`src/rtl/controle_execucao.sv`:
```
// Execution sequencer: generates the one-cycle commit enable for the single-cycle CPU,
// stalling on HD accesses and operator WAITs, latching HALT, with an optional single-step mode.
module controle_execucao #(
    parameter int unsigned DEBOUNCE_CYCLES = 16,
    parameter int unsigned HD_TIMEOUT      = 255
) (
    input  logic        clk,
    input  logic        reset,
    input  logic        HALT,
    input  logic        WAIT,
    input  logic        hd_acc,
    input  logic        hd_ready,
    input  logic        btn_continue,
    input  logic        step_mode,
    output logic        cpu_en,
    output logic        hd_start,
    output logic        halted,
    output logic        hd_err,
    output logic [2:0]  estado,
    output logic [31:0] instr_count
);

    localparam int unsigned DBW = $clog2(DEBOUNCE_CYCLES + 1);
    localparam int unsigned TOW = $clog2(HD_TIMEOUT + 1);

    typedef enum logic [2:0] {
        RUN     = 3'd0,
        HD_WAIT = 3'd1,
        IO_WAIT = 3'd2,
        HALTED  = 3'd3,
        HD_ERR  = 3'd4
    } state_t;

    state_t         state;
    state_t         next_state;
    logic           sync1;
    logic           sync2;
    logic           db_level;
    logic [DBW-1:0] db_cnt;
    logic [TOW-1:0] to_cnt;
    logic           btn_press;
    logic           start_next;
    logic           db_last;
    logic           to_last;

    assign db_last   = (db_cnt == DBW'(DEBOUNCE_CYCLES - 1));
    // Press fires on the sample that completes the debounce run, so commit lands on the toggle edge.
    assign btn_press = sync2 & ~db_level & db_last;
    assign to_last   = (to_cnt == TOW'(HD_TIMEOUT - 1));
    assign estado    = state;

    always_ff @(posedge clk) begin
        if (reset) begin
            sync1    <= 1'b0;
            sync2    <= 1'b0;
            db_level <= 1'b0;
            db_cnt   <= '0;
        end else begin
            sync1 <= btn_continue;
            sync2 <= sync1;
            if (sync2 != db_level) begin
                if (db_last) begin
                    db_level <= sync2;
                    db_cnt   <= '0;
                end else begin
                    db_cnt <= db_cnt + 1'b1;
                end
            end else begin
                db_cnt <= '0;
            end
        end
    end

    always_comb begin
        next_state = state;
        cpu_en     = 1'b0;
        start_next = 1'b0;
        case (state)
            RUN: begin
                if (HALT) begin
                    next_state = HALTED;
                end else if (hd_acc) begin
                    next_state = HD_WAIT;
                    start_next = 1'b1;
                end else if (WAIT) begin
                    next_state = IO_WAIT;
                end else begin
                    cpu_en = step_mode ? btn_press : 1'b1;
                end
            end
            HD_WAIT: begin
                if (hd_ready) begin
                    cpu_en     = 1'b1;
                    next_state = RUN;
                end else if (to_last) begin
                    next_state = HD_ERR;
                end
            end
            IO_WAIT: begin
                if (btn_press) begin
                    cpu_en     = 1'b1;
                    next_state = RUN;
                end
            end
            HALTED:  next_state = HALTED;
            HD_ERR:  next_state = HD_ERR;
            default: next_state = RUN;
        endcase
    end

    always_ff @(posedge clk) begin
        if (reset) begin
            state       <= RUN;
            hd_start    <= 1'b0;
            halted      <= 1'b0;
            hd_err      <= 1'b0;
            to_cnt      <= '0;
            instr_count <= '0;
        end else begin
            state    <= next_state;
            hd_start <= start_next;
            halted   <= (next_state == HALTED);
            hd_err   <= (next_state == HD_ERR);
            if (state == HD_WAIT) begin
                to_cnt <= to_cnt + 1'b1;
            end else begin
                to_cnt <= '0;
            end
            if (cpu_en) begin
                instr_count <= instr_count + 32'd1;
            end
        end
    end

endmodule

```
`config.mk`:
```
export PLATFORM = sky130hd
export DESIGN_NAME = controle_execucao
export DESIGN_NICKNAME = d
export VERILOG_FILES = /design/src/rtl/controle_execucao.sv
export SDC_FILE = /design/constraint.sdc
export NUM_CORES = 1
export LEC_CHECK = 0
export CAP_MARGIN = 15
export CORE_ASPECT_RATIO = 1.1
export CORE_UTILIZATION = 51
export CTS_BUF_LIST = sky130_fd_sc_hd__clkbuf_16
export CTS_CLUSTER_DIAMETER = 200
export DETAILED_ROUTE_END_ITERATION = 10
export PLACE_DENSITY = 0.79
export SLEW_MARGIN = 0
export SYNTH_ARGS = -nofsm -noshare
export SYNTH_HDL_FRONTEND = slang
export SYNTH_SLANG_ARGS = --single-unit
```
`constraint.sdc`:
```
create_clock -name clk -period 3.4 [get_ports clk]
set_clock_uncertainty 0.15 [all_clocks]
set_input_delay 1.02 -clock clk [delete_from_list [all_inputs] [get_ports clk]]
set_output_delay 1.02 -clock clk [all_outputs]
set_load 0.02 [all_outputs]
```
* Yosys cells after proc, flatten, opt, wreduce, memory -nomap -nowiden
Index checks and enable logic that the tools add are counted.
** Storage, ports and cells
- Bits in registers :: 54
- Input port bits :: 8
- Output and inout bits :: 39
- Logic and storage cells :: 48
** Cells by class
- $add $sub $neg :: 3
- Equal/unequal tests :: 9
- Muxes and demuxes :: 15
- Bitwise operators :: 6
- Reduce and logical (&&, ||, !) cells :: 5
** Operator list (number)
- 32-bit by 1-bit adder with 32-bit output (second input constant) :: 1
- 3-bit two-way mux :: 6
- 3-bit case mux with 5 select lines :: 1
- 3-bit by 2-bit == test with 1-bit output (second input constant) :: 3
- 8-bit by 1-bit adder with 8-bit output (second input constant) :: 1
- 8-bit == test (second input constant) :: 1
- 1-bit two-way mux :: 7
- 3-bit == test (second input constant) :: 2
- 3-bit OR reduction :: 2
- 5-bit by 1-bit adder with 5-bit output (second input constant) :: 1
- 5-bit by 4-bit == test with 1-bit output (second input constant) :: 1
- 1-bit inverter :: 4
- 3-bit by 1-bit == test with 1-bit output (second input constant) :: 1
- 3-bit logical NOT :: 1
- 1-bit case mux with 3 select lines :: 1
- 1-bit bitwise AND :: 2
- 2-bit AND reduction :: 1
- 2-bit OR reduction :: 1
- 1-bit inequality test :: 1

* Logic depth before layout (Yosys ltp)
- Word-level depth :: 8
- Depth in mapped cells :: 9
- Depth with buffers taken out :: 8

* Least setup slack after synthesis
OpenSTA, ideal clock, no wires.
- Path kind :: input-to-output
- Start point :: in HALT
- End point :: out cpu_en
- Arrival time :: 1.956 ns
- Slack :: 0.274 ns
- Cell stages on the path :: 4
- Cells stage by stage :: or4_4 -> nor3_1 -> nor2_1 -> inv_1
** Between the ends
- Cells in the longest elaborated chain, start to end :: 2
** RTL lines
- start: declaration :: RTL line 9 : input logic HALT,
- 1-bit two-way mux :: RTL line 80 : if (HALT) begin
- 1-bit case mux with 3 select lines :: RTL line 78 : case (state)
- end: declaration :: RTL line 15 : output logic cpu_en,
No other way between the ends.

* Worst setup path in the final report
- Start point :: in WAIT
- End point :: out cpu_en
** Between the ends
- Cells in the longest elaborated chain, start to end :: 4
** RTL lines
- start: declaration :: RTL line 10 : input logic WAIT,
- 1-bit two-way mux :: RTL line 85 : end else if (WAIT) begin
- 1-bit two-way mux :: RTL line 82 : end else if (hd_acc) begin
- 1-bit two-way mux :: RTL line 80
- 1-bit case mux with 3 select lines :: RTL line 78
No other way between the ends.

==> flow_metrics.tcl <==
set metrics [dict create \
    power.density_nw_per_um2 402 \
    firstDrtPassIters 4 \
    cts_max_level 2 \
    dp.cells 383 \
    critPathMaxStageDelay_ns 0.42 \
    rsz0062_at_grt "no" \
    io_pins 47 \
    path_cells "clkdlybuf4s50_1, or2_4, nor3_4, nor2_2, inv_1, buf_6" \
    wl_met1_microns 2310 \
    initial_core_util 0.549 \
    n_antenna_cell 0 \
    wire_per_inst_microns 12.9 \
    cts_buffers 5 \
    dr.first_iter.drc_count 136 \
    leakage_nw 1.20 \
    crit_type "in -> out" \
    fin_nets 350 \
    clockBufferDepth 2 \
    syn_avg_cell_area_sq_um 8.87 \
    synth_top_area_cell "dfxtp_1" \
    core_area_sq_um 4410 \
    hpwl_microns 3590 \
    dieArea_sq_um 5030 \
    syn_nets 287 \
    cts_root_buffer "clkbuf_16" \
    first_global_vias 1964 \
    crit_buf_inv 3 \
    grt_pass1_wl_microns 8440 \
    rows 25 \
    synth_top_family_by_area "simple AND/OR/NAND/NOR gates" \
    ys_types 38 \
    tritoncts "yes" \
    synth_compound_gate_area_share 0.143 \
    drv_slew 0 \
    highest_layer "met4" \
    place_ws_ns -0.676 \
    path_clk_slew_ns 0.06 \
    crit_fanout 2 \
    syn_inst 273 \
    placed_area_sq_um 3060 \
    peakVddDrop_uv 450 \
    synth_fa_ha_area_frac 0.0310 \
    crit_path_end_kind "primary output" \
    gp_congestion 0.813 \
    clock_latency_ns 0.28 \
    arrival_ns 2.13 \
    num_vias 2148 \
    synth_top_cell_area_share 0.447 \
    period_minus_slack_ns 3.30 \
    slowest_stage "clkdlybuf4s50_1" \
    syn2layout_area_growth_pct 33.9 \
    synth_mux_area_frac 0.00413 \
    crit_required_ns 2.23 \
    synthXorXnorAreaFrac 0.0977 \
    drc 0 \
    cts_sinks 54 \
    avgViaCountPerCell 5.49 \
    final-setup-viol-count 0 \
    grt_antenna_before_repair 0 \
    drive_gt1_frac 0.113 \
    synth_ff_type "dfxtp_1" \
    portBuffers 46 \
    p_total_mw 1.30 \
    finish.cell_count_without_fillers 391 \
    fillers 337 \
    tightest_slew_ns 0.483 \
    grt_max_degree 27 \
    fin_tns_setup_ns 0 \
    ant_nets 0 \
    setup_ws_ns 0.0968 \
    dr_wl_met3_microns 228 \
    cpLargestDelayFamily "buffers and inverters" \
    ys_ff_latch 54 \
    fin_area_sq_um 3240 \
    hold_buffers 0 \
    fin_crit_sh 0.972 \
    gr-total-overflow 0 \
    wl_met2_microns 2440 \
    synth_area_leaders "dfxtp_1 45%, xor2_1 8.7%, nor2_1 6.4%" \
    hp-class "reg -> reg" \
    relSlewSlack 0.676 \
    fmax_mhz 303 \
    synth_enable_flop_cells 0 \
    start_kind "primary input" \
    finalHoldViolCount 0 \
    syn_area_sq_um 2420 \
    status "complete, no violations" \
    die_h_microns 74.3 \
    yosysWarnings 0 \
    grt_usage 0.218 \
    drv_cap 0 \
    drt-total-wl_microns 5030 \
    die_x_microns 67.7 \
    synth-simple-area-share 0.238 \
    async_flop_share 0 \
    synth_seq_area_share 0.447 \
]
-- kinds of logic after synthesis --
logic type / Yosys count
AND/OR/NAND/NOR: 106
buffers and inverters: 23
AO/OA/AOI/OAI: 56
XOR/XNOR: 27
adder cells (fa/ha/maj): 6
flip-flops: 54
multiplexers: 1
-- area by class of cell --
| class | instances | area [sq um] | area share |
|---|---|---|---|
| multi-input combinational | 196 | 1260 | 0.389 |
| timing repair buffer | 67 | 622 | 0.192 |
| clock buffer | 5 | 125 | 0.0386 |
| sequential | 54 | 1080 | 0.334 |
| clock inverter | 3 | 40.0 | 0.0124 |
| inverter | 12 | 45.0 | 0.0139 |
| tap | 54 | 67.6 | 0.0208 |
-- flip-flops by register name (all words and copies together), names as in the netlist --
signal and count:
hd_start 1, sync1 1, instr_count 32, halted 1, to_cnt 8, estado 3
db_cnt 5, sync2 1, hd_err 1, db_level 1
-- worst paths after layout --
check	start	endpoint	slack [ns]	cells after the start
max	WAIT	cpu_en	0.1	6
min	sync1	sync2	0.29	1
min reg2reg	sync1	sync2	0.29	1
max reg2reg	db_cnt[0]	instr_count[28]	0.87	9
-- power breakdown --
group	total (mW)	internal, mW	switching, mW	leakage, nW
Clock	0.555	0.344	0.210	0.0836
Sequential	0.648	0.642	0.00680	0.436
Combinational	0.0988	0.0479	0.0508	0.676
Total	1.30	1.03	0.268	1.20
-- metal layers --
layer	track usage	up-vias
met5	0	-
met4	0.0638	0
met3	0.0491	6
met2	0.374	47
met1	0.271	1005
li1	-	1090
-- metrics by stage --
stage	util	hold slack [ns]
after floorplan	-	0.264
after global placement	0.693	0.271
after detailed placement	0.693	0.280
after CTS	0.734	0.295
after global routing	0.735	0.323
final	0.735	0.291
-- synth_stat cells (2+ instances only) --
cell type / n
nor3_1: 6
o31ai_1: 5
a21oi_1: 18
dfxtp_1: 54
nor2b_1: 2
nand4b_1: 2
nand4_1: 6
buf_2: 2
clkbuf_1: 8
and3_1: 3
o211ai_1: 6
o21ai_0: 17
or3_1: 9
nand3b_1: 2
nor2_1: 41
nand2_1: 10
ha_1: 6
xnor2_1: 3
inv_1: 12
nand3_1: 10
xor2_1: 24
and4_1: 2
o2111ai_1: 5
nor4_4: 2
or4_1: 5
-- placed cells by master, fill, tap and decap left out, drive strengths merged --
cell           count
dfxtp             54
clkdlybuf4s50     43
nor2              41
xor2              24
buf               22
a21oi             18
o21ai             17
inv               12
nand3             10
nand2             10
or3                9
o211ai             7
nand4              6
ha                 6
nor3               6
or4                6
o2111ai            5
o31ai              5
clkbuf             5
nor4               4
and3               3
xnor2              3
nand4b             2
nand3b             2
nor2b              2
and4               2
clkinv             2
or2                1
a21boi             1
a31oi              1
a41oi              1
o31a               1
and2               1
mux2i              1
nor3b              1
bufinv             1
clkdlybuf4s15      1
dlymetal6s2s       1
-- what timing repair did --
item,CTS,global route
endpoints found under the setup margin,1,1
pin swaps,3,3
gates resized for setup,12,2
buffers inserted,0,0
-- worst register-to-register path, stage by stage (launching register included) --
cell,delay [ns]
dfxtp_1,0.35
ha_1,0.18
and3_1,0.16
ha_1,0.18
a21boi_1,0.12
buf_4,0.17
nor4_2,0.26
o211ai_1,0.20
or4_1,0.55
a21oi_1,0.14
Note: power is estimated with default switching activity, not from simulation.
==> RTL change: new RTL, same settings <==
Put one more register stage on the output `instr_count`, with the module's reset. The value now appears one clock later. The other outputs are not delayed to match.
--- a/src/rtl/controle_execucao.sv
+++ b/src/rtl/controle_execucao.sv
@@ -32,2 +32,4 @@
     } state_t;
+
+    logic [31:0] instr_count_s0;
 
@@ -117,3 +119,3 @@
             to_cnt      <= '0;
-            instr_count <= '0;
+            instr_count_s0 <= '0;
         end else begin
@@ -129,4 +131,12 @@
             if (cpu_en) begin
-                instr_count <= instr_count + 32'd1;
+                instr_count_s0 <= instr_count_s0 + 32'd1;
             end
+        end
+    end
+
+    always_ff @(posedge clk) begin
+        if (reset) begin
+            instr_count <= '0;
+        end else begin
+            instr_count <= instr_count_s0;
         end
Function: changed (a bounded check fails within 4 cycles, from zero or initial values and one cycle with reset high).
==> RTL change against the original RTL <==
Final cell count is 24% higher. Total power is 52% higher. Wire length is 22% higher. Final area is 29% higher. Maximum frequency is 0.88% lower. Largest power group unchanged. Synthesized area is 37% higher. Critical path type unchanged. Sequential cell count is 32 higher. Worst setup slack worse by 0.029 ns. Highest routed layer unchanged.
==> RTL change: results (changes against the original RTL) <==
| Metric | Value |
|---|---|
| Synth Area in Adders | `2.27% (was 3.10%)` |
| Maximum number of pins on one net before global-route repair | `52 (was 27)` |
| DR iter-0 viols | `110 (was 136)` |
| Crit path DAT | `2.16 ns (was 2.13 ns)` |
| LEAKAGE | `0.00157 uW (was 0.00120 uW)` |
| Pre-CTS WS | `-0.586 ns (was -0.676 ns)` |
| Post-synth top cells | `dfxtp_1, nor2_1, nor2b_1 (was dfxtp_1, nor2_1, xor2_1)` |
| Period utilization | `98.0% (was 97.2%)` |
| Syn_nets | `353 (was 287)` |
| Status | `finished clean (unchanged)` |
| Worst slew margin | `70.1% (was 67.6%)` |
| Detailed Place HPWL | `4.13 mm (was 3.59 mm)` |
| Total GRT Usage | `19.9% (was 21.8%)` |
| Seq/Total Area, Yosys | `52.1% (was 44.7%)` |
| First-pass GRT wire length | `10.5 mm (was 8.44 mm)` |
| Largest regs | `instr_count x32, instr_count_s0 x32, to_cnt x8 (was instr_count x32, to_cnt x8, db_cnt x5)` |
| Main area contributors after synthesis | `dfxtp_1, nor2b_1, xor2_1 (was dfxtp_1, xor2_1, nor2_1)` |
| Layout cells sized above 1 | `11.8% (was 11.3%)` |
| Yosys top cell area share | `52.1% (was 44.7%)` |
| Nets | `415 (was 350)` |
| Wirelength per Cell | `12.6 um (was 12.9 um)` |
| Htree depth | `3 (was 2)` |
| Clk_lat worst skew | `0.33 ns (was 0.28 ns)` |
| Final Wtd Congestion | `0.770 (was 0.813)` |
| Post-Place Cell Area | `3900 sq um (was 3060 sq um)` |
| Gate Count Post-Synth | `339 (was 273)` |
| Layout fillers | `507 (was 337)` |
| Vias per inst | `5.27 (was 5.49)` |
| Area fraction in compound gates after synthesis | `8.67% (was 14.3%)` |
| Synth Area in XOR/XNOR | `5.56% (was 9.77%)` |
## RTL change: cell types whose count changed in the layout (fill, tap and decap cells not counted), moves of 5 or more
| cell | change |
|---|---|
| nor2b_1 | +31 |
| dfxtp_1 | +32 |
| a21oi_1 | -6 |
| mux2_2 | +5 |
| nand2_1 | +7 |
| xor2_1 | -5 |
## RTL change: per-layer routing
metal	GRT usage (%)	share of wire (%)	up-vias
li1	-	-	1296
met4	9.60	2.0	0
met2	33.1	49	53
met5	0	0	-
met3	5.58	3.6	10
met1	23.6	45	1201
## RTL change: what timing repair did
item	4_1_cts	5_1_grt
setup buffers	2	0
endpoints found under the setup margin	1	1
pin swaps	3	2
hold buffers	0	0
gates resized for setup	10	2
## RTL change: final cells by class
type | count | area (sq um) | share of cell area [%]
multi-input cells | 229 | 1460 | 34.8
clock inverters | 7 | 35.0 | 0.837
repair buffers | 64 | 604 | 14.4
flip-flops and latches | 86 | 1720 | 41.1
clock buffers | 9 | 225 | 5.38
inverters | 11 | 41.3 | 0.986
well taps | 80 | 100 | 2.39
## RTL change: cell families after synthesis
group / Yosys count
buffers and inverters: 24
XOR/XNOR: 21
flip-flops: 86
AND/OR/NAND/NOR: 151
adder cells (fa/ha/maj): 6
multiplexers: 6
AO/OA/AOI/OAI: 45
## RTL change: final timing paths
path,depth (start not counted),endpoint
max,6,cpu_en
min,1,sync2
max reg2reg,10,instr_count_s0[23]
min reg2reg,1,sync2
## RTL change: power breakdown
part	total (uW)	internal (uW)	switching [uW]
clock network	848	482	366
logic	101	50.6	50.3
registers	1030	1020	13.6
total	1980	1550	430
## RTL change: stage by stage
stage          hold slack (ns)  setup TNS (ns)
2_1_floorplan            0.264               0
3_3_place_gp             0.279          -0.766
3_5_place_dp             0.293          -0.958
4_1_cts                  0.304               0
5_1_grt                  0.312               0
6_report                 0.298               0
